$ cat config.mk
export PLATFORM = sky130hd
export DESIGN_NAME = colour_sequencer_flat
export DESIGN_NICKNAME = d
export VERILOG_FILES = /design/src/rtl/colour_sequencer_pkg.sv /design/src/rtl/colour_sequencer_if.sv /design/src/rtl/colour_sequencer_dwell_counter.sv /design/src/rtl/colour_sequencer.sv /design/src/flat_wrapper.sv
export SDC_FILE = /design/constraint.sdc
export NUM_CORES = 1
export LEC_CHECK = 0
export CAP_MARGIN = 20
export CORE_ASPECT_RATIO = 1.2
export CORE_MARGIN = 4
export CORE_UTILIZATION = 56
export DETAILED_ROUTE_END_ITERATION = 12
export PLACE_DENSITY = 0.89
export REMOVE_ABC_BUFFERS = 1
export SLEW_MARGIN = 0
export SYNTH_ARGS = -nofsm -noshare
export SYNTH_HDL_FRONTEND = slang
export SYNTH_SLANG_ARGS = --single-unit
export TNS_END_PERCENT = 100
$ cat constraint.sdc
create_clock -name clk -period 4.5 [get_ports clk]
set_input_delay 0.9 -clock clk [delete_from_list [all_inputs] [get_ports clk]]
set_output_delay 0.9 -clock clk [all_outputs]
set_load 0.05 [all_outputs]
$ cat src/rtl/colour_sequencer_pkg.sv
// Shared types, constants and colour-order helper for the colour sequencer.
// Build option COLOUR_SEQ_GRAY_EN selects Gray visiting order instead of binary.
package colour_seq_pkg;

  typedef enum logic [1:0] {
    IDLE = 2'd0,
    LOAD = 2'd1,
    HOLD = 2'd2,
    DONE = 2'd3
  } seq_state_e;

  localparam int COLOUR_W    = 3;
  localparam int NUM_COLOURS = 8;

  typedef logic [COLOUR_W-1:0] colour_t;

  localparam colour_t FIRST_CODE = 3'd0;
`ifdef COLOUR_SEQ_GRAY_EN
  localparam colour_t LAST_CODE  = 3'd4;
`else
  localparam colour_t LAST_CODE  = 3'd7;
`endif

  // Successor of a code in the visiting order; the last code wraps to the first.
  function automatic colour_t next_code(input colour_t code);
`ifdef COLOUR_SEQ_GRAY_EN
    colour_t nxt;
    case (code)
      3'd0:    nxt = 3'd1;
      3'd1:    nxt = 3'd3;
      3'd3:    nxt = 3'd2;
      3'd2:    nxt = 3'd6;
      3'd6:    nxt = 3'd7;
      3'd7:    nxt = 3'd5;
      3'd5:    nxt = 3'd4;
      default: nxt = 3'd0;
    endcase
    return nxt;
`else
    return code + colour_t'(1);
`endif
  endfunction

endpackage

$ cat src/rtl/colour_sequencer_if.sv
// Control/converter-side bundle of the colour sequencer.
// master = control logic driving the sequencer, slave = the sequencer itself.
interface colour_sequencer_if #(
  parameter int DWELL_W = 8
);
  import colour_seq_pkg::*;

  logic               start;
  logic               stop;
  logic               mode_loop;
  logic [DWELL_W-1:0] dwell;
  logic               conv_enable;
  colour_t            conv_colour;
  logic               busy;
  logic               done;

  modport master (
    output start, stop, mode_loop, dwell,
    input  conv_enable, conv_colour, busy, done
  );

  modport slave (
    input  start, stop, mode_loop, dwell,
    output conv_enable, conv_colour, busy, done
  );

endinterface

$ cat src/rtl/colour_sequencer_dwell_counter.sv
// Dwell counter: counts hold cycles and flags the last one, treating dwell 0 as 1.
module dwell_counter #(
  parameter int DWELL_W = 8
) (
  input  logic               clk,
  input  logic               rst_n,
  input  logic               clear,
  input  logic               en,
  input  logic [DWELL_W-1:0] dwell,
  output logic               tc
);

  logic [DWELL_W-1:0] count_q;
  logic [DWELL_W-1:0] target;

  assign target = (dwell == '0) ? '0 : dwell - DWELL_W'(1);
  assign tc     = en && (count_q == target);

  always_ff @(posedge clk or negedge rst_n) begin
    if (!rst_n) begin
      count_q <= '0;
    end else if (clear) begin
      count_q <= '0;
    end else if (en) begin
      count_q <= count_q + DWELL_W'(1);
    end
  end

endmodule

$ cat src/rtl/colour_sequencer.sv
// Steps the RGB converter through all colour codes with a programmable dwell per code.
// Define COLOUR_SEQ_GRAY_EN (see colour_seq_pkg) for Gray visiting order.
module colour_sequencer
  import colour_seq_pkg::*;
#(
  parameter int DWELL_W = 8
) (
  input  logic              clk,
  input  logic              rst_n,
  colour_sequencer_if.slave bus
);

  seq_state_e         state_q, state_d;
  colour_t            colour_q, colour_d;
  logic               loop_q;
  logic [DWELL_W-1:0] dwell_q;
  logic               enable_q, busy_q, done_q;
  logic               tc;

  dwell_counter #(
    .DWELL_W (DWELL_W)
  ) u_dwell (
    .clk   (clk),
    .rst_n (rst_n),
    .clear (state_q == LOAD),
    .en    (state_q == HOLD),
    .dwell (dwell_q),
    .tc    (tc)
  );

  always_comb begin
    state_d  = state_q;
    colour_d = colour_q;
    case (state_q)
      IDLE: begin
        if (bus.start && !bus.stop) begin
          state_d  = LOAD;
          colour_d = FIRST_CODE;
        end
      end
      LOAD: begin
        state_d = bus.stop ? IDLE : HOLD;
      end
      HOLD: begin
        if (bus.stop) begin
          state_d = IDLE;
        end else if (tc) begin
          if ((colour_q == LAST_CODE) && !loop_q) begin
            state_d = DONE;
          end else begin
            state_d  = LOAD;
            colour_d = next_code(colour_q);
          end
        end
      end
      DONE:    state_d = IDLE;
      default: state_d = IDLE;
    endcase
  end

  // Outputs are registered from the next state so they line up with the state they describe.
  always_ff @(posedge clk or negedge rst_n) begin
    if (!rst_n) begin
      state_q  <= IDLE;
      colour_q <= FIRST_CODE;
      loop_q   <= 1'b0;
      dwell_q  <= '0;
      enable_q <= 1'b0;
      busy_q   <= 1'b0;
      done_q   <= 1'b0;
    end else begin
      state_q  <= state_d;
      colour_q <= colour_d;
      enable_q <= (state_d == LOAD);
      busy_q   <= (state_d == LOAD) || (state_d == HOLD);
      done_q   <= (state_d == DONE);
      if ((state_q == IDLE) && (state_d == LOAD)) begin
        loop_q  <= bus.mode_loop;
        dwell_q <= bus.dwell;
      end
    end
  end

  assign bus.conv_enable = enable_q;
  assign bus.conv_colour = colour_q;
  assign bus.busy        = busy_q;
  assign bus.done        = done_q;

endmodule

$ cat src/flat_wrapper.sv
// flat-port wrapper written by rule: the top's interface ports become plain ports
module colour_sequencer_flat import colour_seq_pkg::*;
#(
  parameter int DWELL_W = 8
)
  (clk, rst_n, bus_start, bus_stop, bus_mode_loop, bus_dwell, bus_conv_enable, bus_conv_colour, bus_busy, bus_done);
  colour_sequencer_if #(.DWELL_W(DWELL_W)) bus_i ();
  input  logic clk;
  input  logic rst_n;
  input wire logic [$bits(bus_i.start)-1:0] bus_start;
  input wire logic [$bits(bus_i.stop)-1:0] bus_stop;
  input wire logic [$bits(bus_i.mode_loop)-1:0] bus_mode_loop;
  input wire logic [$bits(bus_i.dwell)-1:0] bus_dwell;
  output wire logic [$bits(bus_i.conv_enable)-1:0] bus_conv_enable;
  output wire logic [$bits(bus_i.conv_colour)-1:0] bus_conv_colour;
  output wire logic [$bits(bus_i.busy)-1:0] bus_busy;
  output wire logic [$bits(bus_i.done)-1:0] bus_done;
  assign bus_i.start = bus_start;
  assign bus_i.stop = bus_stop;
  assign bus_i.mode_loop = bus_mode_loop;
  assign bus_i.dwell = bus_dwell;
  assign bus_conv_enable = bus_i.conv_enable;
  assign bus_conv_colour = bus_i.conv_colour;
  assign bus_busy = bus_i.busy;
  assign bus_done = bus_i.done;
  colour_sequencer #(.DWELL_W(DWELL_W)) u_core (.clk(clk), .rst_n(rst_n), .bus(bus_i));
endmodule
==> flow_summary.html <==
<table>
<tr><th>Metric</th><th>Value</th></tr>
<tr><th colspan="2">Power and ir drop</th></tr>
<tr><td>Power per Cell Area</td><td>562.7 nW/um^2</td></tr>
<tr><td>Clock network power share</td><td>9.1%</td></tr>
<tr><td>Part of the total power dissipated in combinational logic</td><td>52.5%</td></tr>
<tr><td>Highest ir drop seen on vdd</td><td>0.3900 mV</td></tr>
<tr><td>Cell leakage power</td><td>0.8069 nW</td></tr>
<tr><td>Switching share of total power</td><td>44.12%</td></tr>
<tr><td>Share of power burned in registers</td><td>38.4%</td></tr>
<tr><td>Cell-internal power</td><td>603.9 uW</td></tr>
<tr><td>Net switching component of the power</td><td>476.9 uW</td></tr>
<tr><th colspan="2">Synth</th></tr>
<tr><td>Async set or reset register ratio after synthesis</td><td>100.0%</td></tr>
<tr><td>Distinct cell type count of the synthesized netlist</td><td>47</td></tr>
<tr><td>Mean instance size in the synthesized netlist</td><td>9.461 sq um</td></tr>
<tr><td>Synthesis warning total</td><td>0</td></tr>
<tr><td>Number of register bits inferred by synthesis</td><td>25</td></tr>
<tr><td>Post-synth EDFFs</td><td>0</td></tr>
<tr><td>Flip-flop cell with the highest count after synthesis</td><td>sky130_fd_sc_hd__dfrtp_1</td></tr>
<tr><td>Netlist area before placement</td><td>1684 sq um</td></tr>
<tr><td>Number of instances in the synthesized netlist</td><td>178</td></tr>
<tr><td>Sequential fraction of the synthesis area</td><td>37.15%</td></tr>
<tr><th colspan="2">Detailed routing</th></tr>
<tr><td>Detailed-route DRC error count</td><td>0</td></tr>
<tr><td>Detail Route Antenna Nets</td><td>0</td></tr>
<tr><td>Total detailed-routing wirelength</td><td>3.517 mm</td></tr>
<tr><td>Number of DRC markers in iteration 0</td><td>81</td></tr>
<tr><td>Via density per instance</td><td>6.292</td></tr>
<tr><td>Routed WL per cell</td><td>15.56 um</td></tr>
<tr><td>Overall via count from detail_route</td><td>1422</td></tr>
<tr><td>Router iterations before antenna repair</td><td>4</td></tr>
<tr><th colspan="2">Die</th></tr>
<tr><td>Area enclosed by the die boundary</td><td>3952 sq um</td></tr>
<tr><td>Die Wd</td><td>58.06 um</td></tr>
<tr><td>Initial Utilization</td><td>59.35%</td></tr>
<tr><td>Row count</td><td>21</td></tr>
<tr><td>Core region area</td><td>2838 sq um</td></tr>
<tr><td>Die span in y</td><td>68.08 um</td></tr>
<tr><td>Count of boundary I/O pins</td><td>19</td></tr>
<tr><th colspan="2">Setup path</th></tr>
<tr><td>Arrival time at the worst endpoint</td><td>3.77 ns</td></tr>
<tr><td>Critical path launch point</td><td>u_core.dwell_q[0]</td></tr>
<tr><td>WP data required</td><td>4.72 ns</td></tr>
<tr><td>CP Launch Type</td><td>flop</td></tr>
<tr><td>Worst setup EP type</td><td>flop</td></tr>
<tr><td>Delay of the slowest cell on the worst path</td><td>0.58 ns</td></tr>
<tr><td>Series of cell instances along the critical path</td><td>inv_1 &gt; ha_1 &gt; nor3b_1 &gt; buf_4 &gt; nand2_1 &gt; mux2i_1 &gt; a2111oi_2 &gt; and3_1 &gt; o311ai_1 &gt; ha_1 &gt; nand2_1 &gt; mux2_2</td></tr>
<tr><td>Cell with the largest stage delay on the worst path</td><td>sky130_fd_sc_hd__a2111oi_2</td></tr>
<tr><td>Reg2Reg Launch Point</td><td>u_core.dwell_q[0]</td></tr>
<tr><td>Maximum fanout along the worst path</td><td>9</td></tr>
<tr><td>Crit path kind</td><td>flop to flop</td></tr>
<tr><th colspan="2">Run</th></tr>
<tr><td>Number of violations of the max-capacitance limit</td><td>0</td></tr>
<tr><th colspan="2">STA</th></tr>
<tr><td>Portion of the clock cycle consumed by the worst path in the final layout</td><td>78.95%</td></tr>
<tr><td>Max-slew violations</td><td>0</td></tr>
<tr><td>Hold slack</td><td>0.5497 ns</td></tr>
<tr><td>Slew headroom</td><td>58.16%</td></tr>
<tr><td>Tmin final</td><td>3.553 ns</td></tr>
<tr><td>Hold Fails Final Rpt</td><td>0</td></tr>
<tr><td>Setup-failing EPs final</td><td>0</td></tr>
<tr><td>F_max</td><td>281.5 MHz</td></tr>
<tr><td>RSZ-0062 raised after global routing</td><td>no</td></tr>
<tr><td>Clock skew</td><td>0.002330 ns</td></tr>
<tr><td>Transition time of the tightest slew-check pin</td><td>0.6264 ns</td></tr>
<tr><td>Total negative slack</td><td>0 ns</td></tr>
<tr><th colspan="2">Cells and area</th></tr>
<tr><td>Count of fill cells added during filler insertion</td><td>222</td></tr>
<tr><td>Sequential standard cell area</td><td>625.6 sq um</td></tr>
<tr><td>Post-route cell area</td><td>1921 sq um</td></tr>
<tr><td>Most common library cell in the layout ignoring fill and taps</td><td>sky130_fd_sc_hd__dfrtp_1</td></tr>
<tr><td>Share of final-layout standard cells stronger than drive strength 1</td><td>9.896%</td></tr>
<tr><td>Net count reported at finish</td><td>216</td></tr>
<tr><td>Final antenna diode count</td><td>0</td></tr>
<tr><td>Area overhead of the layout relative to synthesis</td><td>14.04%</td></tr>
<tr><td>Leading cell types in the layout, fill and taps excluded</td><td>sky130_fd_sc_hd__dfrtp_1 (25), sky130_fd_sc_hd__clkdlybuf4s50_1 (18), sky130_fd_sc_hd__nand2_1 (15), sky130_fd_sc_hd__nor2_1 (12)</td></tr>
<tr><td>Total area of multi-input combinational cells</td><td>973.4 sq um</td></tr>
<tr><th colspan="2">Global route</th></tr>
<tr><td>Antenna violations before repair</td><td>0</td></tr>
<tr><td>Largest net degree at the start of global routing</td><td>26</td></tr>
<tr><td>Total gr overflow</td><td>0</td></tr>
<tr><td>GRT Util Overall</td><td>19.94%</td></tr>
<tr><td>Wire length of the first global-routing pass</td><td>6.085 mm</td></tr>
<tr><td>Via count of the first global-routing pass</td><td>1355</td></tr>
<tr><th colspan="2">Clock network</th></tr>
<tr><td>Maximum level of the CTS H-tree</td><td>1</td></tr>
<tr><td>TritonCTS clock tree</td><td>built</td></tr>
<tr><td>CTS buffer count</td><td>3</td></tr>
<tr><td>Insertion delay to the later sink of the worst-skew pair</td><td>0.32 ns</td></tr>
<tr><td>Longest Clk Path Bufs</td><td>2</td></tr>
<tr><td>Clock transition at the registers of the reported paths</td><td>0.12 ns</td></tr>
<tr><td>Root Driver</td><td>sky130_fd_sc_hd__clkbuf_4</td></tr>
<tr><td>Number of setup buffers added after CTS</td><td>0</td></tr>
<tr><td>Number of hold buffers added after CTS</td><td>0</td></tr>
<tr><td>CTS-repair resized insts</td><td>0</td></tr>
<tr><td>TritonCTS sink count</td><td>25</td></tr>
<tr><th colspan="2">Hold path</th></tr>
<tr><td>Hold_sp</td><td>u_core.loop_q</td></tr>
<tr><td>Hold crit path type</td><td>flop to flop</td></tr>
<tr><th colspan="2">Placement</th></tr>
<tr><td>Number of input and output port buffers inserted</td><td>18</td></tr>
<tr><td>Instance area after placement</td><td>1867 sq um</td></tr>
<tr><td>Estimated wirelength of the detail-placed design</td><td>2.729 mm</td></tr>
<tr><td>Routability cong.</td><td>0.9322</td></tr>
<tr><th colspan="2">Status</th></tr>
<tr><td>Run status</td><td>completed</td></tr>
</table>
==> stage by stage <==
stage               power, mW  std cells  worst slack, ns  utilization (%)
finish                  1.081        226           0.9473            67.68
detailed placement     0.9792        221            1.015            65.78
floorplan              0.8325        168            1.212                -
global route            1.172        226           0.6906            67.68
global placement       0.9582        221            1.116            65.78
CTS                     1.079        225           0.9734            66.71
==> metal layers <==
layer  global-route usage, %  wire [um]  up-vias
met5                       0          0        -
met4                   8.116         75        0
met3                   2.264        154        8
met2                   34.89       1804       43
met1                   25.06       1482      686
li1                        -          -      685
==> cell usage after synthesis, types with 5 or more instances <==
library cell / number / area (sq um)
sky130_fd_sc_hd__o21ai_0: 8 / 40.04
sky130_fd_sc_hd__nor3_1: 5 / 25.02
sky130_fd_sc_hd__inv_1: 10 / 37.54
sky130_fd_sc_hd__nor2_1: 12 / 45.04
sky130_fd_sc_hd__ha_1: 10 / 125.1
sky130_fd_sc_hd__dfrtp_1: 25 / 625.6
sky130_fd_sc_hd__a31oi_1: 5 / 31.28
sky130_fd_sc_hd__a21oi_1: 6 / 30.03
sky130_fd_sc_hd__mux2_2: 10 / 112.6
sky130_fd_sc_hd__clkbuf_1: 7 / 26.28
sky130_fd_sc_hd__nand2_1: 15 / 56.30
==> cell type report <==
cell class | instances | share of cell area [%]
Clock buffer | 4 | 1.368
Multi-Input combinational cell | 133 | 50.68
Inverter | 10 | 1.954
Tap cell | 34 | 2.215
Timing Repair Buffer | 20 | 11.21
Sequential cell | 25 | 32.57
==> power groups by stage <==
| stage | combinational [mW] | clock, mW | sequential, mW |
|---|---|---|---|
| 2_1_floorplan | 0.418 | 0 | 0.414 |
| 3_3_place_gp | 0.542 | 0 | 0.416 |
| 3_5_place_dp | 0.561 | 0 | 0.419 |
| 4_1_cts | 0.563 | 0.101 | 0.414 |
| 5_1_grt | 0.627 | 0.114 | 0.431 |
| 6_report | 0.567 | 0.0980 | 0.416 |
==> worst max-delay path, delay by kind of cell, from the launching register on <==
family / cells / cell delay (ns)
adder cells (fa/ha/maj): 2 / 0.45
multiplexers: 2 / 0.56
buffers and inverters: 2 / 0.29
AND/OR/NAND/NOR: 4 / 1.01
AO/OA/AOI/OAI: 2 / 0.71
flip-flops: 1 / 0.42
==> flip-flops by register name, summed over array words and instances (netlist names) <==
signal                  flops
u_core.dwell_q              8
u_core.loop_q               1
u_core.bus.conv_colour      3
u_core.state_q              2
u_core.bus.done             1
u_core.u_dwell.count_q      8
u_core.bus.busy             1
u_core.bus.conv_enable      1
==> worst paths after layout <==
| kind | cells past startpoint | end | slack, ns |
|---|---|---|---|
| setup reg to reg | 12 | u_core.dwell_q[6] | 0.95 |
| min in group asynchronous | 1 | u_core.dwell_q[1] | 0.88 |
| setup / recovery | 12 | u_core.dwell_q[6] | 0.95 |
| hold reg to reg | 1 | u_core.loop_q | 0.55 |
| max in group asynchronous | 2 | u_core.u_dwell.count_q[1] | 3.18 |
| hold / removal | 1 | u_core.loop_q | 0.55 |
==> kinds of logic after synthesis <==
logic type | share of synthesized area (%)
AO/OA/AOI/OAI | 19.17
XOR/XNOR | 3.417
adder cells (fa/ha/maj) | 7.429
buffers and inverters | 5.052
flip-flops | 37.15
multiplexers | 7.875
AND/OR/NAND/NOR | 19.91
Power figures use the tool's default switching activity.
